### src/rtl/pc_sequencer_pkg.sv
// pc_sequencer_pkg
// Shared MIPS definitions for the PC sequencer: FSM state encoding, the
// opcode/funct constants decoded by the next-PC logic, and a helper that
// builds the word-aligned branch displacement.
package pc_sequencer_pkg;

  typedef enum logic [2:0] {
    IDLE   = 3'd0,
    FETCH  = 3'd1,
    DECODE = 3'd2,
    EXEC   = 3'd3,
    COMMIT = 3'd4
  } state_e;

  localparam logic [5:0] OP_RTYPE = 6'b000000;
  localparam logic [5:0] FUNCT_JR = 6'b001000;
  localparam logic [5:0] OP_J     = 6'b000010;
  localparam logic [5:0] OP_JAL   = 6'b000011;
  localparam logic [5:0] OP_BEQ   = 6'b000100;
  localparam logic [5:0] OP_BNE   = 6'b000101;

  // Sign-extended 16-bit immediate shifted left by two (word offset -> bytes).
  function automatic logic [31:0] branch_offset(input logic [15:0] imm);
    return {{14{imm[15]}}, imm, 2'b00};
  endfunction

endpackage

### src/rtl/pc_sequencer_if.sv
// pc_sequencer_if
// Instruction-memory fetch handshake.
//   imem_req   : fetch request (sequencer -> memory)
//   imem_addr  : fetch address, equal to the current PC
//   imem_ack   : fetch complete; imem_rdata is valid in the same cycle
//   imem_rdata : fetched instruction word
// master = sequencer side, slave = memory side.
interface pc_sequencer_if;

  logic        imem_req;
  logic [31:0] imem_addr;
  logic        imem_ack;
  logic [31:0] imem_rdata;

  modport master (
    output imem_req,
    output imem_addr,
    input  imem_ack,
    input  imem_rdata
  );

  modport slave (
    input  imem_req,
    input  imem_addr,
    output imem_ack,
    output imem_rdata
  );

endinterface

### src/rtl/pc_sequencer_next_pc_calc.sv
// next_pc_calc
// Purely combinational next-PC selection for one instruction.
//   instr    : instruction word being executed
//   pc       : PC of that instruction
//   rs_data  : value of register instr[25:21]
//   rt_data  : value of register instr[20:16]
//   next_pc  : address of the following instruction
//   is_jal   : instruction is jal (needs a $31 link write)
//   misalign : jr target had non-zero low bits (they are dropped in next_pc)
module next_pc_calc
  import pc_sequencer_pkg::*;
(
  input  logic [31:0] instr,
  input  logic [31:0] pc,
  input  logic [31:0] rs_data,
  input  logic [31:0] rt_data,
  output logic [31:0] next_pc,
  output logic        is_jal,
  output logic        misalign
);

  logic [5:0]  op;
  logic [5:0]  funct;
  logic [31:0] pc4;
  logic [31:0] branch_target;
  logic [31:0] jump_target;

  // pc4 wraps naturally modulo 2^32, so 32'hFFFF_FFFC steps to 0.
  assign op            = instr[31:26];
  assign funct         = instr[5:0];
  assign pc4           = pc + 32'd4;
  assign branch_target = pc4 + branch_offset(instr[15:0]);
  assign jump_target   = {pc4[31:28], instr[25:0], 2'b00};

  // Default is the sequential path; only control-flow opcodes override it.
  always_comb begin
    next_pc  = pc4;
    is_jal   = 1'b0;
    misalign = 1'b0;
    case (op)
      OP_RTYPE: begin
        if (funct == FUNCT_JR) begin
          next_pc  = {rs_data[31:2], 2'b00};
          misalign = |rs_data[1:0];
        end
      end
      OP_J: begin
        next_pc = jump_target;
      end
      OP_JAL: begin
        next_pc = jump_target;
        is_jal  = 1'b1;
      end
      OP_BEQ: begin
        if (rs_data == rt_data) next_pc = branch_target;
      end
      OP_BNE: begin
        if (rs_data != rt_data) next_pc = branch_target;
      end
      default: begin
        next_pc = pc4;
      end
    endcase
  end

endmodule

### src/rtl/pc_sequencer.sv
// pc_sequencer
// Five-state instruction sequencer: fetches a word, reads its source
// registers, resolves the next PC and commits it once the datapath is free.
//   clk, rst_n          : clock, asynchronous active-low reset
//   imem                : fetch handshake (master modport)
//   rs_addr / rt_addr   : register-file read addresses (instr[25:21]/[20:16])
//   rs_data / rt_data   : combinational register-file read data
//   stall               : datapath busy, holds the commit
//   instr / instr_valid : current instruction and its one-cycle issue pulse
//   pc                  : current PC
//   link_we / link_data : $31 write for jal
//   addr_err            : one-cycle pulse on a misaligned jr target
module pc_sequencer
  import pc_sequencer_pkg::*;
#(
  parameter logic [31:0] RESET_PC = 32'h0000_0000
) (
  input  logic                  clk,
  input  logic                  rst_n,
  pc_sequencer_if.master        imem,
  output logic [4:0]            rs_addr,
  output logic [4:0]            rt_addr,
  input  logic [31:0]           rs_data,
  input  logic [31:0]           rt_data,
  input  logic                  stall,
  output logic [31:0]           instr,
  output logic                  instr_valid,
  output logic [31:0]           pc,
  output logic                  link_we,
  output logic [31:0]           link_data,
  output logic                  addr_err
);

  state_e      state_q, state_d;
  logic [31:0] pc_q, pc_d;
  logic [31:0] instr_q, instr_d;
  logic [31:0] rs_q, rs_d;
  logic [31:0] rt_q, rt_d;
  logic [31:0] next_pc_q, next_pc_d;
  logic [31:0] link_data_q, link_data_d;
  logic        instr_valid_q, instr_valid_d;
  logic        addr_err_q, addr_err_d;

  logic [31:0] calc_rs;
  logic [31:0] calc_rt;
  logic [31:0] calc_next_pc;
  logic        calc_is_jal;
  logic        calc_misalign;

  // In DECODE the live register data feeds the calculator so that addr_err
  // and instr_valid can be registered into EXEC without an extra cycle; from
  // EXEC on the captured copies are used, which hold the same values.
  assign calc_rs = (state_q == DECODE) ? rs_data : rs_q;
  assign calc_rt = (state_q == DECODE) ? rt_data : rt_q;

  next_pc_calc u_next_pc_calc (
    .instr    (instr_q),
    .pc       (pc_q),
    .rs_data  (calc_rs),
    .rt_data  (calc_rt),
    .next_pc  (calc_next_pc),
    .is_jal   (calc_is_jal),
    .misalign (calc_misalign)
  );

  assign rs_addr        = instr_q[25:21];
  assign rt_addr        = instr_q[20:16];
  assign imem.imem_req  = (state_q == FETCH);
  assign imem.imem_addr = pc_q;
  assign instr          = instr_q;
  assign instr_valid    = instr_valid_q;
  assign pc             = pc_q;
  assign link_data      = link_data_q;
  assign addr_err       = addr_err_q;
  // The link write happens in the same cycle the PC commits, so it follows
  // stall directly; reset drops it at once because the state leaves COMMIT.
  assign link_we        = (state_q == COMMIT) && !stall && calc_is_jal;

  // Next-state and next-value logic for every register. Acks outside FETCH
  // and stalls outside COMMIT simply fall through to the hold defaults.
  always_comb begin
    state_d       = state_q;
    pc_d          = pc_q;
    instr_d       = instr_q;
    rs_d          = rs_q;
    rt_d          = rt_q;
    next_pc_d     = next_pc_q;
    link_data_d   = link_data_q;
    instr_valid_d = 1'b0;
    addr_err_d    = 1'b0;
    case (state_q)
      IDLE: begin
        state_d = FETCH;
      end
      FETCH: begin
        if (imem.imem_ack) begin
          instr_d = imem.imem_rdata;
          state_d = DECODE;
        end
      end
      DECODE: begin
        rs_d          = rs_data;
        rt_d          = rt_data;
        instr_valid_d = 1'b1;
        addr_err_d    = calc_misalign;
        state_d       = EXEC;
      end
      EXEC: begin
        next_pc_d   = calc_next_pc;
        link_data_d = pc_q + 32'd4;
        state_d     = COMMIT;
      end
      COMMIT: begin
        if (!stall) begin
          pc_d    = next_pc_q;
          state_d = FETCH;
        end
      end
      default: begin
        state_d = IDLE;
      end
    endcase
  end

  // All sequencer state; reset abandons any in-flight instruction.
  always_ff @(posedge clk or negedge rst_n) begin
    if (!rst_n) begin
      state_q       <= IDLE;
      pc_q          <= RESET_PC;
      instr_q       <= 32'h0;
      rs_q          <= 32'h0;
      rt_q          <= 32'h0;
      next_pc_q     <= RESET_PC;
      link_data_q   <= 32'h0;
      instr_valid_q <= 1'b0;
      addr_err_q    <= 1'b0;
    end else begin
      state_q       <= state_d;
      pc_q          <= pc_d;
      instr_q       <= instr_d;
      rs_q          <= rs_d;
      rt_q          <= rt_d;
      next_pc_q     <= next_pc_d;
      link_data_q   <= link_data_d;
      instr_valid_q <= instr_valid_d;
      addr_err_q    <= addr_err_d;
    end
  end

endmodule

### src/flat_wrapper.sv
// flat-port wrapper written by rule: the top's interface ports become plain ports
module pc_sequencer_flat import pc_sequencer_pkg::*;
#(
  parameter logic [31:0] RESET_PC = 32'h0000_0000
)
  (clk, rst_n, rs_addr, rt_addr, rs_data, rt_data, stall, instr, instr_valid, pc, link_we, link_data, addr_err, imem_imem_req, imem_imem_addr, imem_imem_ack, imem_imem_rdata);
  pc_sequencer_if imem_i ();
  input  logic clk;
  input  logic rst_n;
  output logic [4:0] rs_addr;
  output logic [4:0] rt_addr;
  input  logic [31:0] rs_data;
  input  logic [31:0] rt_data;
  input  logic stall;
  output logic [31:0] instr;
  output logic instr_valid;
  output logic [31:0] pc;
  output logic link_we;
  output logic [31:0] link_data;
  output logic addr_err;
  output wire logic [$bits(imem_i.imem_req)-1:0] imem_imem_req;
  output wire logic [$bits(imem_i.imem_addr)-1:0] imem_imem_addr;
  input wire logic [$bits(imem_i.imem_ack)-1:0] imem_imem_ack;
  input wire logic [$bits(imem_i.imem_rdata)-1:0] imem_imem_rdata;
  assign imem_imem_req = imem_i.imem_req;
  assign imem_imem_addr = imem_i.imem_addr;
  assign imem_i.imem_ack = imem_imem_ack;
  assign imem_i.imem_rdata = imem_imem_rdata;
  pc_sequencer #(.RESET_PC(RESET_PC)) u_core (.clk(clk), .rst_n(rst_n), .imem(imem_i), .rs_addr(rs_addr), .rt_addr(rt_addr), .rs_data(rs_data), .rt_data(rt_data), .stall(stall), .instr(instr), .instr_valid(instr_valid), .pc(pc), .link_we(link_we), .link_data(link_data), .addr_err(addr_err));
endmodule
### config.mk
export PLATFORM = sky130hd
export DESIGN_NAME = pc_sequencer_flat
export DESIGN_NICKNAME = d
export VERILOG_FILES = /design/src/rtl/pc_sequencer_pkg.sv /design/src/rtl/pc_sequencer_if.sv /design/src/rtl/pc_sequencer_next_pc_calc.sv /design/src/rtl/pc_sequencer.sv /design/src/flat_wrapper.sv
export SDC_FILE = /design/constraint.sdc
export NUM_CORES = 1
export LEC_CHECK = 0
export CORE_MARGIN = 2
export CORE_UTILIZATION = 50
export CTS_CLUSTER_SIZE = 12
export DETAILED_ROUTE_END_ITERATION = 8
export GPL_ROUTABILITY_DRIVEN = 0
export GPL_TIMING_DRIVEN = 0
export PLACE_DENSITY_LB_ADDON = 0.05
export SKIP_CTS_REPAIR_TIMING = 1
export SLEW_MARGIN = 40
export SYNTH_ARGS = -nofsm -noshare
export SYNTH_HDL_FRONTEND = slang
export SYNTH_HIERARCHICAL = 1
export SYNTH_SLANG_ARGS = --single-unit
### constraint.sdc
create_clock -name clk -period 12.25 [get_ports clk]
set_clock_uncertainty 0.2 [all_clocks]
set_input_delay 1.225 -clock clk [delete_from_list [all_inputs] [get_ports clk]]
set_output_delay 1.225 -clock clk [all_outputs]
set_load 0.01 [all_outputs]
==> results of run 1 <==
-- per-stage QoR --
step | cell area, um2 | cells | total power, mW | hold WS (ns)
after floorplan | 11600 | 1156 | 2.44 | 0.240
after global placement | 14400 | 1682 | 3.21 | 0.254
after detailed placement | 14500 | 1685 | 3.26 | 0.257
after CTS | 15100 | 1717 | 3.85 | 0.274
after global routing | 15100 | 1717 | 4.10 | 0.299
final | 15100 | 1717 | 3.84 | 0.272
-- power by group through the flow --
stage | clock network [mW] | logic [mW] | registers (mW)
after floorplan | 0 | 1.26 | 1.18
after global placement | 0 | 2.01 | 1.20
after detailed placement | 0 | 2.05 | 1.21
after CTS | 0.584 | 2.06 | 1.20
after global routing | 0.610 | 2.24 | 1.24
final | 0.576 | 2.07 | 1.20
-- worst max-delay path, stage by stage, from the launching register on --
cell and delay, ns:
sky130_fd_sc_hd__dfrtp_1 0.36, sky130_fd_sc_hd__buf_2 0.17, sky130_fd_sc_hd__nand2b_1 0.17, sky130_fd_sc_hd__nor2_1 0.39, sky130_fd_sc_hd__buf_2 0.33, sky130_fd_sc_hd__buf_2 0.33
sky130_fd_sc_hd__mux2_2 0.39, sky130_fd_sc_hd__xor2_1 0.21, sky130_fd_sc_hd__nor4_1 0.47, sky130_fd_sc_hd__nand2_1 0.15, sky130_fd_sc_hd__nor4_1 0.37, sky130_fd_sc_hd__o21a_1 0.24
sky130_fd_sc_hd__clkbuf_1 0.45, sky130_fd_sc_hd__buf_1 0.55, sky130_fd_sc_hd__nand2_1 0.12, sky130_fd_sc_hd__o211ai_1 0.16, sky130_fd_sc_hd__nand2_1 0.09, sky130_fd_sc_hd__nand2_1 0.07
-- cells in the mapped netlist (5+ instances only) --
cell                       number  share of area (%)
sky130_fd_sc_hd__xnor2_1       31                2.3
sky130_fd_sc_hd__and2_1         7               0.38
sky130_fd_sc_hd__nand3_1       35                1.5
sky130_fd_sc_hd__a22oi_1       13               0.84
sky130_fd_sc_hd__ha_1          36                3.9
sky130_fd_sc_hd__buf_2         24                1.0
sky130_fd_sc_hd__dfrtp_1      197                 42
sky130_fd_sc_hd__inv_1         17               0.55
sky130_fd_sc_hd__a211oi_1       5               0.32
sky130_fd_sc_hd__buf_4         42                2.7
sky130_fd_sc_hd__nor3_1         8               0.35
sky130_fd_sc_hd__xor2_1        61                4.6
sky130_fd_sc_hd__nor2_1        44                1.4
sky130_fd_sc_hd__buf_1          5               0.16
sky130_fd_sc_hd__or4_1         12               0.78
sky130_fd_sc_hd__o21bai_1       5               0.32
sky130_fd_sc_hd__mux2_2       129                 13
sky130_fd_sc_hd__o21a_1         7               0.45
sky130_fd_sc_hd__a21oi_1       31                1.3
sky130_fd_sc_hd__o31ai_1       11               0.71
sky130_fd_sc_hd__o211ai_1      22                1.4
sky130_fd_sc_hd__a31oi_1       15               0.81
sky130_fd_sc_hd__nor4_1        13               0.70
sky130_fd_sc_hd__nor2b_1        7               0.38
sky130_fd_sc_hd__o21ai_0       52                2.2
sky130_fd_sc_hd__or3_1         13               0.70
sky130_fd_sc_hd__nand2_1      180                5.8
sky130_fd_sc_hd__nand4_1       13               0.70
sky130_fd_sc_hd__and4_1         5               0.38
sky130_fd_sc_hd__a221o_1        5               0.43
sky130_fd_sc_hd__a22o_1        11               0.83
sky130_fd_sc_hd__nand2b_1       6               0.32
sky130_fd_sc_hd__a21o_1        14               0.91
sky130_fd_sc_hd__clkbuf_1      22               0.71
sky130_fd_sc_hd__and3_1        15               0.81
-- layer usage --
metal / GRT usage, % / wire length (um) / vias to the layer above
li1: - / - / 4615
met1: 37.3 / 14700 / 4804
met2: 45.4 / 16100 / 310
met3: 3.82 / 1580 / 68
met4: 11.3 / 1180 / 0
met5: 0 / 0 / -
-- registers in the layout, summed over array words and instances, names as in the netlist --
name                   count
u_core/addr_err            1
u_core/imem.imem_addr     32
u_core/instr              32
u_core/instr_valid         1
u_core/link_data          32
u_core/next_pc_q          32
u_core/rs_q               32
u_core/rt_q               32
u_core/state_q             3
-- worst max-delay path by stage --
stage	depth (start not counted)	to	slack, ns	startpoint
after floorplan	16	u_core/next_pc_q[28]$_DFFE_PN0N_	8.15	u_core/imem.imem_addr[4]$_DFFE_PN0P_
after global placement	1	u_core/link_data[6]$_DFFE_PN0N_	1.38	rst_n
after detailed placement	16	u_core/next_pc_q[7]$_DFFE_PN0N_	7.11	u_core/state_q[0]$_DFFE_PN0P_
after CTS	16	u_core/next_pc_q[7]$_DFFE_PN0N_	7.08	u_core/state_q[0]$_DFFE_PN0P_
after global routing	17	u_core/next_pc_q[2]$_DFFE_PN0N_	6.68	u_core/state_q[0]$_DFFE_PN0P_
final	17	u_core/next_pc_q[2]$_DFFE_PN0N_	6.95	u_core/state_q[0]$_DFFE_PN0P_
-- area by class of cell --
type | instances | area, um2
Buffer | 96 | 567
Clock buffer | 19 | 433
Clock inverter | 13 | 166
Fill cell | 1855 | 7650
Inverter | 17 | 63.8
Multi-Input combinational cell | 846 | 6040
Sequential cell | 197 | 4930
Tap cell | 285 | 357
Timing Repair Buffer | 244 | 2500
-- layout by cell type, fill, tap and decap left out, types with 24 or more instances in the layout --
master                            instances
sky130_fd_sc_hd__clkdlybuf4s50_1        240
sky130_fd_sc_hd__dfrtp_1                197
sky130_fd_sc_hd__nand2_1                180
sky130_fd_sc_hd__mux2_2                 129
sky130_fd_sc_hd__xor2_1                  61
sky130_fd_sc_hd__o21ai_0                 52
sky130_fd_sc_hd__nor2_1                  44
sky130_fd_sc_hd__buf_4                   42
sky130_fd_sc_hd__ha_1                    36
sky130_fd_sc_hd__nand3_1                 35
sky130_fd_sc_hd__a21oi_1                 31
sky130_fd_sc_hd__xnor2_1                 31
sky130_fd_sc_hd__clkbuf_1                24
sky130_fd_sc_hd__buf_2                   24
-- logic make-up after synthesis --
family / share of synthesized area [%]
DFF: 42.5
muxes: 12.5
AOI/OAI and AO/OA: 12.5
adders and majority gates: 4.06
and+or+nand+nor: 15.9
buffers and inverters: 5.44
xor gates and xnor gates: 7.14
==> Flow_metrics.wiki, run 1 <==
{| class="wikitable"
! Metric !! Value
|-
| Number of global-route vias before repair || roughly 10000
|-
| Overall global routing resource usage || between 20 and 30%
|-
| Combined area of all synthesized cells || 11600 um2
|-
| Power density of the placed cells || 255 nW/um2
|-
| Width of the die || 156 um
|-
| Proportion of synthesized flip-flops having asynchronous set or reset || 100%
|-
| Hold Path Origin || u_core/next_pc_q[29]$_DFFE_PN0N_
|-
| Post-detailed-routing wire length || 33500 um
|-
| Setup slack of the worst register-to-register path || between 6 and 7 ns
|-
| Relative slew slack || 45.8%
|-
| IO Pins || between 200 and 250
|-
| Count of flip-flops with a built-in enable after synthesis || 0
|-
| Largest net degree at the start of global routing || 73
|-
| Maximum buffer depth of the clock tree || 2
|-
| Final Critical Period || 5.30 ns
|-
| Max-slew violations || 0
|-
| First-pass GRT wire length || about 52000 um
|-
| Sequential share of power || between 30% and 40%
|-
| Worst hold path stage count || 2
|-
| Switching component of the power || roughly 1.6 mW
|-
| Number of nets with antenna violations after routing || 0
|-
| Wirelength per Cell || between 15 and 20 um
|-
| DRC violations left || 0
|-
| Required @ worst endpoint || 12.41 ns
|-
| Vias/cell || approximately 5.7
|-
| Part of the power in the clock network || approximately 15%
|-
| Share of the core filled with cells || about 66%
|-
| Post-Syn Instances || roughly 1200
|-
| Top achievable clock speed || between 0.15 and 0.2 GHz
|-
| Max H-tree Level || 4
|-
| Port buffer count || approximately 240
|-
| Status || complete, no violations
|-
| Launching element type of the critical path || flop
|-
| Tightest Hold Check Type || reg2reg
|-
| Fraction of final layout cells with drive strength greater than 1 || between 15 and 20%
|-
| Area of the die || roughly 24000 um2
|-
| Warnings from Yosys || 6
|-
| Hold Path Sink || u_core/next_pc_q[29]$_DFFE_PN0N_
|-
| Switching power as a share of total power || roughly two fifths
|-
| Synthesized netlist net count || approximately 1300
|-
| Launching point of the worst reg2reg path || u_core/state_q[0]$_DFFE_PN0P_
|-
| Synth unique cells || a little under 70
|-
| GRT overflow || 0
|-
| Reg clk slew, reported paths || roughly 0.07 ns
|-
| Flip-flop cell with the highest count after synthesis || sky130_fd_sc_hd__dfrtp_1
|-
| Area Growth Syn to Fin || 29.8%
|-
| Antenna diode count || 0
|-
| Die height || about 160 um
|-
| Post-synthesis sequential area ratio || 42.5%
|-
| Area of the core region || around 23000 um2
|-
| Starting DRT DRC Count || ~540
|-
| Clock latency at the later pin of the worst-skew pair || between 0.4 and 0.5 ns
|-
| Clock sink count || 197
|-
| Post-layout nets || ~1600
|-
| Effective utilization at floorplan || around half
|-
| Leakage power || 6.57 nW
|-
| Root Driver || sky130_fd_sc_hd__clkbuf_16
|-
| Post-route setup slack || 6.95 ns
|-
| Kind of critical path || reg2reg
|-
| Share of power burned in combinational logic || about 54%
|-
| First-pass iteration count of the detailed router || 5
|-
| R2R Path End || u_core/next_pc_q[2]$_DFFE_PN0N_
|-
| Final setup TNS || 0 ns
|-
| Final setup violation count || 0
|-
| Post-placement setup slack || ~7.1 ns
|-
| TritonCTS clock tree || built
|-
| Int Pwr || 2.28 mW
|-
| Initial antenna violation count || 0
|-
| Peak fanout along the critical path || 10
|-
| Core Rows || 55
|-
| Final clock period utilization by the worst path || between 40 and 50%
|-
| Synthesized flop and latch total || just under 200
|-
| Count of endpoints failing hold in the final timing report || 0
|-
| RSZ-0062 raised after global routing || no
|-
| Vias || 9797
|-
| Synthesized area per cell || approximately 10 um2
|-
| CTS buffer count || 17
|-
| Reg2reg path depth || 17
|-
| Critical path arrival || ~5.5 ns
|-
| Max Cap Viol || 0
|-
| CP Capture Type || flop
|-
| VDD IR max || 0.000132 V
|-
| Detail Placement HPWL || roughly 26000 um
|-
| Slew at the pin with the worst max-slew slack || approximately 0.81 ns
|}
Power figures use the tool's default switching activity.
==> run 2: changes to the inputs <==
--- a/config.mk
+++ b/config.mk
@@ -6,7 +6,7 @@
 export NUM_CORES = 1
 export LEC_CHECK = 0
 export CORE_MARGIN = 2
-export CORE_UTILIZATION = 50
+export CORE_UTILIZATION = 47
 export CTS_CLUSTER_SIZE = 12
 export DETAILED_ROUTE_END_ITERATION = 8
 export GPL_ROUTABILITY_DRIVEN = 0
==> constraint.sdc (replaced) <==
create_clock -name clk -period 4.8 [get_ports clk]
set_clock_uncertainty 0.2 [all_clocks]
set_input_delay 0.48 -clock clk [delete_from_list [all_inputs] [get_ports clk]]
set_output_delay 0.48 -clock clk [all_outputs]
set_load 0.01 [all_outputs]
==> run 2 against run 1 <==
  * Global-route usage fell by 1.2 points
  * Die area rose by 6.2%
  * Worst hold slack improved by 0.0037 ns
==> Flow_metrics.wiki, run 2 (same netlist as run 1, synthesis figures left out) <==
{| class="wikitable"
! Metric !! Value
|-
| Switching component of the power || 4.02 mW (+160%)
|-
| CTS buffer count || 17 (unchanged)
|-
| Max Cap Viol || 0 (unchanged)
|-
| CP max stage delay || 0.47 ns (-0.08 ns)
|-
| Reg2reg path depth || 16 (-1)
|-
| Core Rows || 57 (+3.6%)
|-
| Clock latency at the later pin of the worst-skew pair || 0.44 ns (about the same)
|-
| Peak fanout along the critical path || 9 (-1)
|-
| Kind of cell adding the most delay to the critical path || simple AND/OR/NAND/NOR gates
|-
| Final setup violation count || 0 (unchanged)
|-
| Count of endpoints failing hold in the final timing report || 0 (unchanged)
|-
| Maximum buffer depth of the clock tree || 2 (unchanged)
|-
| Vias/cell || 5.57 (-2.5%)
|-
| Area of the core region || 24200 um2 (+6.8%)
|-
| Final Critical Period || 4.61 ns (-0.690 ns)
|-
| Detail Placement HPWL || 25500 um (about the same)
|-
| Worst hold path stage count || 2 (unchanged)
|-
| Root Driver || sky130_fd_sc_hd__clkbuf_16
|-
| Fraction of final layout cells with drive strength greater than 1 || 18.8% (+1.6 points)
|-
| Initial antenna violation count || 0 (unchanged)
|-
| Launching element type of the critical path || flop
|-
| Port buffer count || 241 (unchanged)
|-
| Power density of the placed cells || 649 nW/um2 (+150%)
|-
| GRT overflow || 0 (unchanged)
|-
| Width of the die || 161 um (+3.1%)
|-
| Total power consumption of the routed design || 9.84 mW (+160%)
|-
| Vias || 9824 (+0.28%)
|-
| Worst slack on hold paths || 0.275 ns (+0.00368 ns)
|-
| Top achievable clock speed || 0.217 GHz (+15%)
|-
| Overall global routing resource usage || 26.5% (-1.2 points)
|-
| Share of power burned in combinational logic || 54.5% (+0.6 points)
|-
| Critical-path cell with the highest stage delay || sky130_fd_sc_hd__dfrtp_2
|-
| Area used by sequential logic in the layout || 4940 um2 (+0.20%)
|-
| Number of global-route vias before repair || 9647 (-0.69%)
|-
| Worst-path cell chain || and4_1 > nand4_1 > or3_1 > clkbuf_1 > xnor2_1 > ha_1 > or3_1 > a221oi_1 > o21ai_1 > a41oi_4 > o21ai_2 > or4_1 > a221oi_2 > o21bai_1 > nand2_1 > nand2_1
|-
| Clock sink count || 197 (unchanged)
|-
| Area of the die || 26000 um2 (+6.2%)
|-
| Post-detailed-routing wire length || 34100 um (+1.7%)
|-
| Number of logic stages on the critical path including buffering || 16 (-1)
|-
| Die height || 161 um (+3.1%)
|-
| Reg clk slew, reported paths || 0.08 ns (about the same)
|-
| Effective utilization at floorplan || 47.8% (-3.2 points)
|-
| Max-slew violations || 0 (unchanged)
|-
| First-pass iteration count of the detailed router || 5 (unchanged)
|-
| Critical path arrival || 4.74 ns (-0.72 ns)
|-
| Most frequent cells in the layout || sky130_fd_sc_hd__clkdlybuf4s50_1, sky130_fd_sc_hd__dfrtp_1, sky130_fd_sc_hd__nand2_1, sky130_fd_sc_hd__mux2_2, sky130_fd_sc_hd__xor2_1
|-
| Sequential share of power || 30.9% (-0.3 points)
|-
| Final clock period utilization by the worst path || 96.0% (+53 points)
|-
| Largest net degree at the start of global routing || 73 (unchanged)
|-
| Int Pwr || 5.82 mW (+160%)
|-
| Area Growth Syn to Fin || 30.7%
|-
| Post-layout nets || 1565 (+0.58%)
|-
| FILL cells || 2071 (+12%)
|-
| DRC violations left || 0 (unchanged)
|-
| IO Pins || 242 (unchanged)
|-
| Status || complete, no violations
|-
| Count of non-filler cells in the finished layout || 1765 (+2.8%)
|-
| Wirelength per Cell || 19.3 um (-1.1%)
|-
| Part of the power in the clock network || 14.6% (-0.4 points)
|-
| Slew at the pin with the worst max-slew slack || 0.733 ns (-0.0797 ns)
|-
| Most common library cell in the layout ignoring fill and taps || sky130_fd_sc_hd__clkdlybuf4s50_1
|-
| Crit path buffers/inverters || 1 (-4)
|-
| Kind of critical path || reg2reg
|-
| TritonCTS clock tree || built
|-
| Tightest Hold Check Type || reg2reg
|-
| Number of nets with antenna violations after routing || 0 (unchanged)
|-
| Area of combinational cells with multiple inputs || 6050 um2 (+0.12%)
|-
| Starting DRT DRC Count || 585 (+7.5%)
|-
| First-pass GRT wire length || 53700 um (+2.5%)
|-
| Antenna diode count || 0 (unchanged)
|-
| VDD IR max || 0.000294 V (+120%)
|-
| CP Capture Type || flop
|-
| Leakage power || 6.62 nW (+0.65%)
|-
| Required @ worst endpoint || 4.93 ns (-7.48 ns)
|-
| Placed cell count || 1723 (+2.3%)
|-
| Relative slew slack || 50.9% (+5.1 points)
|-
| Max H-tree Level || 4 (unchanged)
|-
| Switching power as a share of total power || 40.8% (+0.15 points)
|}
==> run 2: cell types whose count changed in the layout (fill, tap and decap cells not counted), sizes merged <==
cell	delta
buf	+4
bufinv	-1
clkbuf	+3
clkinv	+1
clkinvlp	-2
dlygate4sd3	+1
inv	+3
==> run 2: tightest hold or removal path: stages, from the launching register on <==
cell	delay (ns)
sky130_fd_sc_hd__dfrtp_1	0.34
sky130_fd_sc_hd__nand2_1	0.05
sky130_fd_sc_hd__nand2_1	0.06
==> run 2: power groups by stage <==
stage,clock (mW),sequential (mW),combinational (mW)
CTS,1.47,3.07,5.27
floorplan,0,3.02,3.22
global route,1.53,3.16,5.82
detailed placement,0,3.10,5.23
global placement,0,3.08,5.16
finish,1.44,3.04,5.36
==> run 2: cell type report <==
type                            count  area share [%]
Multi-Input combinational cell    846            39.9
Sequential cell                   197            32.6
Timing Repair Buffer              253            16.8
Buffer                             96            3.81
Clock buffer                       18            2.90
Tap cell                          324            2.67
Clock inverter                     14           0.908
Inverter                           17           0.421
==> run 2: per-layer routing <==
layer / part of all wire [%] / global-route usage [%] / vias up
li1: - / - / 4617
met1: 44 / 36.0 / 4838
met2: 48 / 44.4 / 321
met3: 5.3 / 3.57 / 48
met4: 2.4 / 8.04 / 0
met5: 0 / 0 / -
==> run 2: path summary, 6_finish.rpt <==
check | slack, ns | start | end
hold reg to reg | 0.28 | u_core/next_pc_q[11]$_DFFE_PN0N_ | u_core/next_pc_q[11]$_DFFE_PN0N_
min in group asynchronous | 0.36 | rst_n | u_core/rs_q[28]$_DFF_PN0_
setup / recovery | 0.19 | u_core/imem.imem_addr[3]$_DFFE_PN0P_ | u_core/next_pc_q[28]$_DFFE_PN0N_
hold / removal | 0.28 | u_core/next_pc_q[11]$_DFFE_PN0N_ | u_core/next_pc_q[11]$_DFFE_PN0N_
setup reg to reg | 0.19 | u_core/imem.imem_addr[3]$_DFFE_PN0P_ | u_core/next_pc_q[28]$_DFFE_PN0N_
max in group asynchronous | 3.28 | rst_n | u_core/next_pc_q[18]$_DFFE_PN0N_
==> run 2: metrics by stage <==
stage / instance area (um2) / setup TNS [ns] / setup WS [ns] / utilization, %
2_1_floorplan: 11600 / 0 / 0.704 / -
3_3_place_gp: 14400 / -1065.21 / -5.41 / 59.5
3_5_place_dp: 14500 / -2.87 / -0.294 / 59.7
4_1_cts: 15100 / -3.33 / -0.333 / 62.1
5_1_grt: 15200 / -0.0151 / -0.0151 / 62.5
6_report: 15200 / 0 / 0.194 / 62.5
